--- config.mk ---
export PLATFORM = sky130hd
export DESIGN_NAME = shift_issue_queue
export DESIGN_NICKNAME = d
export VERILOG_FILES = /design/src/rtl/shift_pkg.sv /design/src/rtl/shift_req_fifo.sv /design/src/rtl/shift_issue_queue.sv
export SDC_FILE = /design/constraint.sdc
export NUM_CORES = 1
export LEC_CHECK = 0
export CORE_UTILIZATION = 45
export CTS_CLUSTER_SIZE = 40
export DETAILED_ROUTE_END_ITERATION = 16
export PLACE_DENSITY = 0.65
export SETUP_SLACK_MARGIN = 0.02
export SYNTH_ARGS = -nofsm -noshare
export SYNTH_HDL_FRONTEND = slang
export SYNTH_SLANG_ARGS = --single-unit
--- constraint.sdc ---
create_clock -name clk -period 5.83 [get_ports clk]
set_input_delay 0.8745 -clock clk [delete_from_list [all_inputs] [get_ports clk]]
set_output_delay 0.8745 -clock clk [all_outputs]
set_load 0.1 [all_outputs]
--- src/rtl/shift_pkg.sv ---
`default_nettype none
// ============================================================================
// Module      : shift_pkg
// Description : Shared types and constants for the shifter issue queue.
//               SHAMT_W   - shift amount width (0..63)
//               ALU_WIDTH - shifter datapath width
//               shift_req_t - one queued shift request {amount, data}
//               amt_ge_width() - 7-bit unsigned "amount >= width" compare
// Revision    : 1.0 - initial release
// ============================================================================
package shift_pkg;

  localparam int SHAMT_W   = 6;
  localparam int ALU_WIDTH = 32;

  typedef struct packed {
    logic [SHAMT_W-1:0]   amount;
    logic [ALU_WIDTH-1:0] data;
  } shift_req_t;

  // Compare is done one bit wider than the amount so that a width of 64
  // (not representable in SHAMT_W bits) still compares correctly.
  function automatic logic amt_ge_width(input logic [SHAMT_W-1:0] amt,
                                        input int unsigned        width);
    logic [SHAMT_W:0] w_ext;
    w_ext = (SHAMT_W + 1)'(width);
    return ({1'b0, amt} >= w_ext);
  endfunction

endpackage
`default_nettype wire

--- src/rtl/shift_req_fifo.sv ---
`default_nettype none
// ============================================================================
// Module      : shift_req_fifo
// Description : Pointer-based request FIFO with wrap-bit full/empty detect.
// Ports       : clk, rst       - clock, async active-high reset
//               push_i/wdata_i - write request (ignored when full)
//               pop_i          - read request (ignored when empty)
//               rdata_o        - current head entry
//               full_o/empty_o - occupancy flags
//               count_o        - occupied entries (0..DEPTH)
// Revision    : 1.0 - initial release
// ============================================================================
module shift_req_fifo #(
  parameter int DATA_W = 38,
  parameter int DEPTH  = 4
) (
  input  logic                       clk,
  input  logic                       rst,
  input  logic                       push_i,
  input  logic [DATA_W-1:0]          wdata_i,
  input  logic                       pop_i,
  output logic [DATA_W-1:0]          rdata_o,
  output logic                       full_o,
  output logic                       empty_o,
  output logic [$clog2(DEPTH):0]     count_o
);

  localparam int IDX_W = $clog2(DEPTH);
  localparam int PTR_W = IDX_W + 1;

  logic [DATA_W-1:0] mem_q [DEPTH];
  logic [PTR_W-1:0]  wr_ptr_q, wr_ptr_d;
  logic [PTR_W-1:0]  rd_ptr_q, rd_ptr_d;
  logic              push_ok, pop_ok;

  always_comb begin
    empty_o  = (wr_ptr_q == rd_ptr_q);
    // Same slot, opposite lap: the writer is a full lap ahead.
    full_o   = (wr_ptr_q[IDX_W-1:0] == rd_ptr_q[IDX_W-1:0]) &&
               (wr_ptr_q[IDX_W] != rd_ptr_q[IDX_W]);
    push_ok  = push_i && !full_o;
    pop_ok   = pop_i && !empty_o;
    // Power-of-two depth makes natural overflow wrap modulo 2*DEPTH.
    wr_ptr_d = wr_ptr_q + PTR_W'(push_ok);
    rd_ptr_d = rd_ptr_q + PTR_W'(pop_ok);
    rdata_o  = mem_q[rd_ptr_q[IDX_W-1:0]];
    count_o  = wr_ptr_q - rd_ptr_q;
  end

  always_ff @(posedge clk or posedge rst) begin
    if (rst) begin
      wr_ptr_q <= '0;
      rd_ptr_q <= '0;
    end else begin
      wr_ptr_q <= wr_ptr_d;
      rd_ptr_q <= rd_ptr_d;
    end
  end

  // Storage needs no reset: entries are only visible between the pointers.
  always_ff @(posedge clk) begin
    if (push_ok) begin
      mem_q[wr_ptr_q[IDX_W-1:0]] <= wdata_i;
    end
  end

endmodule
`default_nettype wire

--- src/rtl/shift_issue_queue.sv ---
`default_nettype none
// ============================================================================
// Module      : shift_issue_queue
// Description : Buffers shift requests in a FIFO and issues one per cycle to
//               the left shifter through a registered, stall-holding output.
// Ports       : clk, rst                   - clock, async active-high reset
//               in_valid_i/in_ready_o      - request handshake
//               in_data_i/in_amount_i      - operand and shift amount
//               sh_load_o/sh_ready_i       - issue handshake to the shifter
//               sh_data_o/sh_amount_o      - issued operand and amount
//               sh_zero_o                  - issued amount >= WIDTH
//               count_o                    - FIFO occupancy (excl. output reg)
// Config      : SHIFT_ISSUE_CLAMP_EN - clamp issued amounts >= WIDTH to WIDTH
// Revision    : 1.0 - initial release
// ============================================================================
module shift_issue_queue
  import shift_pkg::*;
#(
  parameter int WIDTH = 32,
  parameter int DEPTH = 4
) (
  input  logic                   clk,
  input  logic                   rst,
  input  logic                   in_valid_i,
  output logic                   in_ready_o,
  input  logic [WIDTH-1:0]       in_data_i,
  input  logic [SHAMT_W-1:0]     in_amount_i,
  output logic                   sh_load_o,
  input  logic                   sh_ready_i,
  output logic [WIDTH-1:0]       sh_data_o,
  output logic [SHAMT_W-1:0]     sh_amount_o,
  output logic                   sh_zero_o,
  output logic [$clog2(DEPTH):0] count_o
);

  typedef struct packed {
    logic [SHAMT_W-1:0] amount;
    logic [WIDTH-1:0]   data;
  } req_t;

  localparam int REQ_W = $bits(req_t);

  req_t               wr_req, head_req;
  logic               fifo_full, fifo_empty;
  logic               push, pop;
  logic               head_ge;

  logic               sh_load_q,   sh_load_d;
  logic [WIDTH-1:0]   sh_data_q,   sh_data_d;
  logic [SHAMT_W-1:0] sh_amount_q, sh_amount_d;
  logic               sh_zero_q,   sh_zero_d;

  shift_req_fifo #(
    .DATA_W (REQ_W),
    .DEPTH  (DEPTH)
  ) u_fifo (
    .clk     (clk),
    .rst     (rst),
    .push_i  (push),
    .wdata_i (wr_req),
    .pop_i   (pop),
    .rdata_o (head_req),
    .full_o  (fifo_full),
    .empty_o (fifo_empty),
    .count_o (count_o)
  );

  always_comb begin
    // Depends only on FIFO state, so a full queue refuses a push even when
    // the output register drains in the same cycle.
    in_ready_o    = !fifo_full;
    push          = in_valid_i && in_ready_o;
    wr_req.amount = in_amount_i;
    wr_req.data   = in_data_i;

    // Output register takes a new entry when empty or being consumed; the
    // FIFO head is the only source, so a push into an empty FIFO waits a cycle.
    pop         = (!sh_load_q || sh_ready_i) && !fifo_empty;
    head_ge     = amt_ge_width(head_req.amount, WIDTH);

    sh_load_d   = sh_load_q;
    sh_data_d   = sh_data_q;
    sh_amount_d = sh_amount_q;
    sh_zero_d   = sh_zero_q;
    if (!sh_load_q || sh_ready_i) begin
      sh_load_d = !fifo_empty;
    end
    if (pop) begin
      sh_data_d = head_req.data;
      sh_zero_d = head_ge;
`ifdef SHIFT_ISSUE_CLAMP_EN
      sh_amount_d = head_ge ? SHAMT_W'(WIDTH) : head_req.amount;
`else
      sh_amount_d = head_req.amount;
`endif
    end
  end

  always_ff @(posedge clk or posedge rst) begin
    if (rst) begin
      sh_load_q   <= 1'b0;
      sh_data_q   <= '0;
      sh_amount_q <= '0;
      sh_zero_q   <= 1'b0;
    end else begin
      sh_load_q   <= sh_load_d;
      sh_data_q   <= sh_data_d;
      sh_amount_q <= sh_amount_d;
      sh_zero_q   <= sh_zero_d;
    end
  end

  assign sh_load_o   = sh_load_q;
  assign sh_data_o   = sh_data_q;
  assign sh_amount_o = sh_amount_q;
  assign sh_zero_o   = sh_zero_q;

endmodule
`default_nettype wire

==> results.py <==
metrics = {
    "status": {
        "outcome": "finished clean",
    },
    "floorplan": {
        "std_cell_rows": 46,
        "floorplan.die_area_um2": 16900,
        "coreArea_um2": 15900,
        "initial_util_pct": 46.2,
        "die_h_um": 130,
        "io-pin-count": 86,
        "die_width_um": 130,
    },
    "global_routing": {
        "number_of_antenna_violations_at_the_first_check_in_global_routing": 0,
        "first_pass_grt_wire_length_mm": 19.3,
        "grt_start_max_net_pins": 47,
        "grt_overflow_total": 0,
        "grt.total_usage_pct": 16.3,
        "via_count_of_the_first_global_routing_pass": 3567,
    },
    "final_layout": {
        "layout_cell_share_with_drive_strength_beyond_1_pct": 27.3,
        "final_common_cell": "sky130_fd_sc_hd__edfxtp_1",
        "layout_common_cells": "152 x sky130_fd_sc_hd__edfxtp_1, 85 x sky130_fd_sc_hd__clkdlybuf4s50_1, 44 x sky130_fd_sc_hd__dfrtp_1, 37 x sky130_fd_sc_hd__mux4_2, 30 x sky130_fd_sc_hd__mux2_2",
        "multi_input_comb_area_um2": 1530,
        "filler_cell_count": 1224,
        "final_standard_cell_utilization_of_the_core_pct": 56.6,
        "postLayoutCellArea_um2": 9030,
        "finalNetCount": 469,
        "register_area_um2": 5720,
        "antenna_cells_inserted": 0,
        "layout.cells.non_filler": 649,
        "flow.area_growth_from_synthesis_pct": 22.5,
    },
    "timing": {
        "timing.slew.headroom_pct": 23.3,
        "max_freq_mhz": 237,
        "hold_viol_final": 0,
        "setup_total_negative_slack_ns": 0,
        "maxSlewViolCount": 0,
        "period_share_pct": 72.3,
        "timing.clock.skew_ns": 0.00903,
        "tightestPinTransition_ns": 1.15,
        "timing.final.setup_violations": 0,
        "setup_repair_after_global_routing_missed_its_margin": "no",
        "min_clock_period_post_route_ns": 4.21,
    },
    "synth": {
        "post_synth_instance_area_um2": 7370,
        "ys_seq_area_share_pct": 77.6,
        "netlist_instances": 319,
        "synth_enable_flop_cells": 152,
        "synth-async-reset-ratio_pct": 23.2,
        "synth_nets": 368,
        "synth.avg_cell_area_um2": 23.1,
        "yosys_warnings": 0,
        "dominantRegCellSynth": "sky130_fd_sc_hd__edfxtp_1",
        "yosys_register_bits": 198,
        "post_synth_num_cell_types": 24,
    },
    "setup_path": {
        "cp-start-kind": "register",
        "cp-end-kind": "primary output",
        "slowest_delay_ns": 1.18,
        "crit_path_max_fanout": 41,
        "cp_data_required_time_ns": 4.96,
        "cell_type_of_the_slowest_stage_on_the_worst_timing_path": "sky130_fd_sc_hd__clkdlybuf4s50_1",
        "timing.reg2reg.setup_slack_ns": 2.55,
        "critical_path.cell_chain": "fa_1 > inv_1 > clkdlybuf4s50_1",
        "worst-endpoint-arrival_ns": 3.34,
        "critical_path_class": "reg2out",
    },
    "route": {
        "first_pass_iters": 4,
        "drcViolationCount": 0,
        "vias_per_cell": 5.16,
        "drt.antenna.violating_nets": 0,
        "dr.first_iter.drc_count": 188,
        "wirelength_mm": 12.5,
        "detail_route.wl_per_cell_um": 19.3,
        "vias": 3350,
    },
    "clock_tree": {
        "clk_pin_slew_ns": 0.06,
        "root_buffer": "sky130_fd_sc_hd__clkbuf_16",
        "cts.sinks": 198,
        "numCtsBuffers": 17,
        "worstSkewPairLatency_ns": 0.43,
        "cts_hold_buf": 0,
        "cts.path.max_buffers": 2,
        "cts_tree": "done",
        "post_cts.resized_instances": 0,
        "cts_setup_buffers": 0,
        "clock_tree.htree_level_count": 4,
    },
    "placed_design": {
        "place.port_buffers": 85,
        "placed_cells": 617,
        "gpl.final_weighted_congestion": 0.702,
        "dp_hpwl_mm": 7.50,
        "post_dp_cell_area_um2": 8470,
    },
    "worst_hold_path": {
        "min_path_type": "reg2reg",
    },
    "flow_run": {
        "timing.max_cap.violations": 0,
    },
}
==> kinds of logic after synthesis <==
logic type	after synthesis	synth area share, %
AOI/OAI and AO/OA	5	0.408
xor gates and xnor gates	5	0.595
adders and majority gates	7	1.29
buffers and inverters	21	1.87
DFF	198	77.6
muxes	75	17.7
and+or+nand+nor	8	0.561
==> worst paths after layout <==
check,start,to,depth (start not counted)
worst max-delay path,u_fifo.rd_ptr_q[1],count_o[1],3
worst min-delay path,sh_data_o[11],sh_data_o[11],1
worst max register to register,u_fifo.rd_ptr_q[1],u_fifo.rd_ptr_q[2],7
worst min register to register,sh_data_o[11],sh_data_o[11],1
max in group asynchronous,rst,u_fifo.rd_ptr_q[1],2
min in group asynchronous,rst,sh_data_o[8],2
==> synth_stat cells (3+ instances only) <==
| cell | instances | area share (%) |
|---|---|---|
| sky130_fd_sc_hd__edfxtp_1 | 152 | 62 |
| sky130_fd_sc_hd__dfrtp_1 | 46 | 16 |
| sky130_fd_sc_hd__mux4_2 | 37 | 11 |
| sky130_fd_sc_hd__mux2_2 | 30 | 4.6 |
| sky130_fd_sc_hd__inv_1 | 9 | 0.46 |
| sky130_fd_sc_hd__mux2_4 | 7 | 1.4 |
| sky130_fd_sc_hd__ha_1 | 6 | 1.0 |
| sky130_fd_sc_hd__buf_4 | 4 | 0.41 |
| sky130_fd_sc_hd__nor3_1 | 4 | 0.27 |
| sky130_fd_sc_hd__buf_2 | 3 | 0.20 |
| sky130_fd_sc_hd__o21ai_0 | 3 | 0.20 |
| sky130_fd_sc_hd__xor2_1 | 3 | 0.36 |
==> final cells by class <==
class | instances | share of cell area (%)
well taps | 216 | 2.99
clock inverters | 10 | 1.19
inverters | 9 | 0.374
multi-input cells | 100 | 17.0
repair buffers | 94 | 10.2
clock buffers | 22 | 4.92
flip-flops and latches | 198 | 63.3
==> metrics by stage <==
step           hold WS, ns  setup WS (ns)
6_report             0.505           1.62
5_1_grt              0.518           1.46
4_1_cts              0.511           1.59
3_5_place_dp         0.491           2.04
3_3_place_gp         0.489           2.05
2_1_floorplan        0.498           1.23
==> sequential cells by signal, indices dropped and copies added (netlist names) <==
signal and count:
u_fifo.mem_q 152, sh_data_o 32, sh_amount_o 6, u_fifo.rd_ptr_q 3
u_fifo.wr_ptr_q 3, sh_load_o 1, sh_zero_o 1
==> worst max-delay path, delay by kind of cell (launching register included) <==
| family | cells | cell delay, ns |
|---|---|---|
| buffers and inverters | 2 | 1.24 |
| adders and majority gates | 1 | 0.55 |
| DFF | 1 | 1.10 |
==> routing by layer <==
| layer | vias to the layer above | global-route usage (%) | part of all wire (%) |
|---|---|---|---|
| met5 | - | 0 | 0 |
| met4 | 0 | 6.36 | 1.3 |
| met3 | 14 | 3.98 | 4.2 |
| met2 | 83 | 27.1 | 51 |
| met1 | 1774 | 20.8 | 44 |
| li1 | 1479 | - | - |
Power is left out: the tool's default activity adds up to more than one toggle a clock period on the data nets, which glitch-free logic cannot reach.
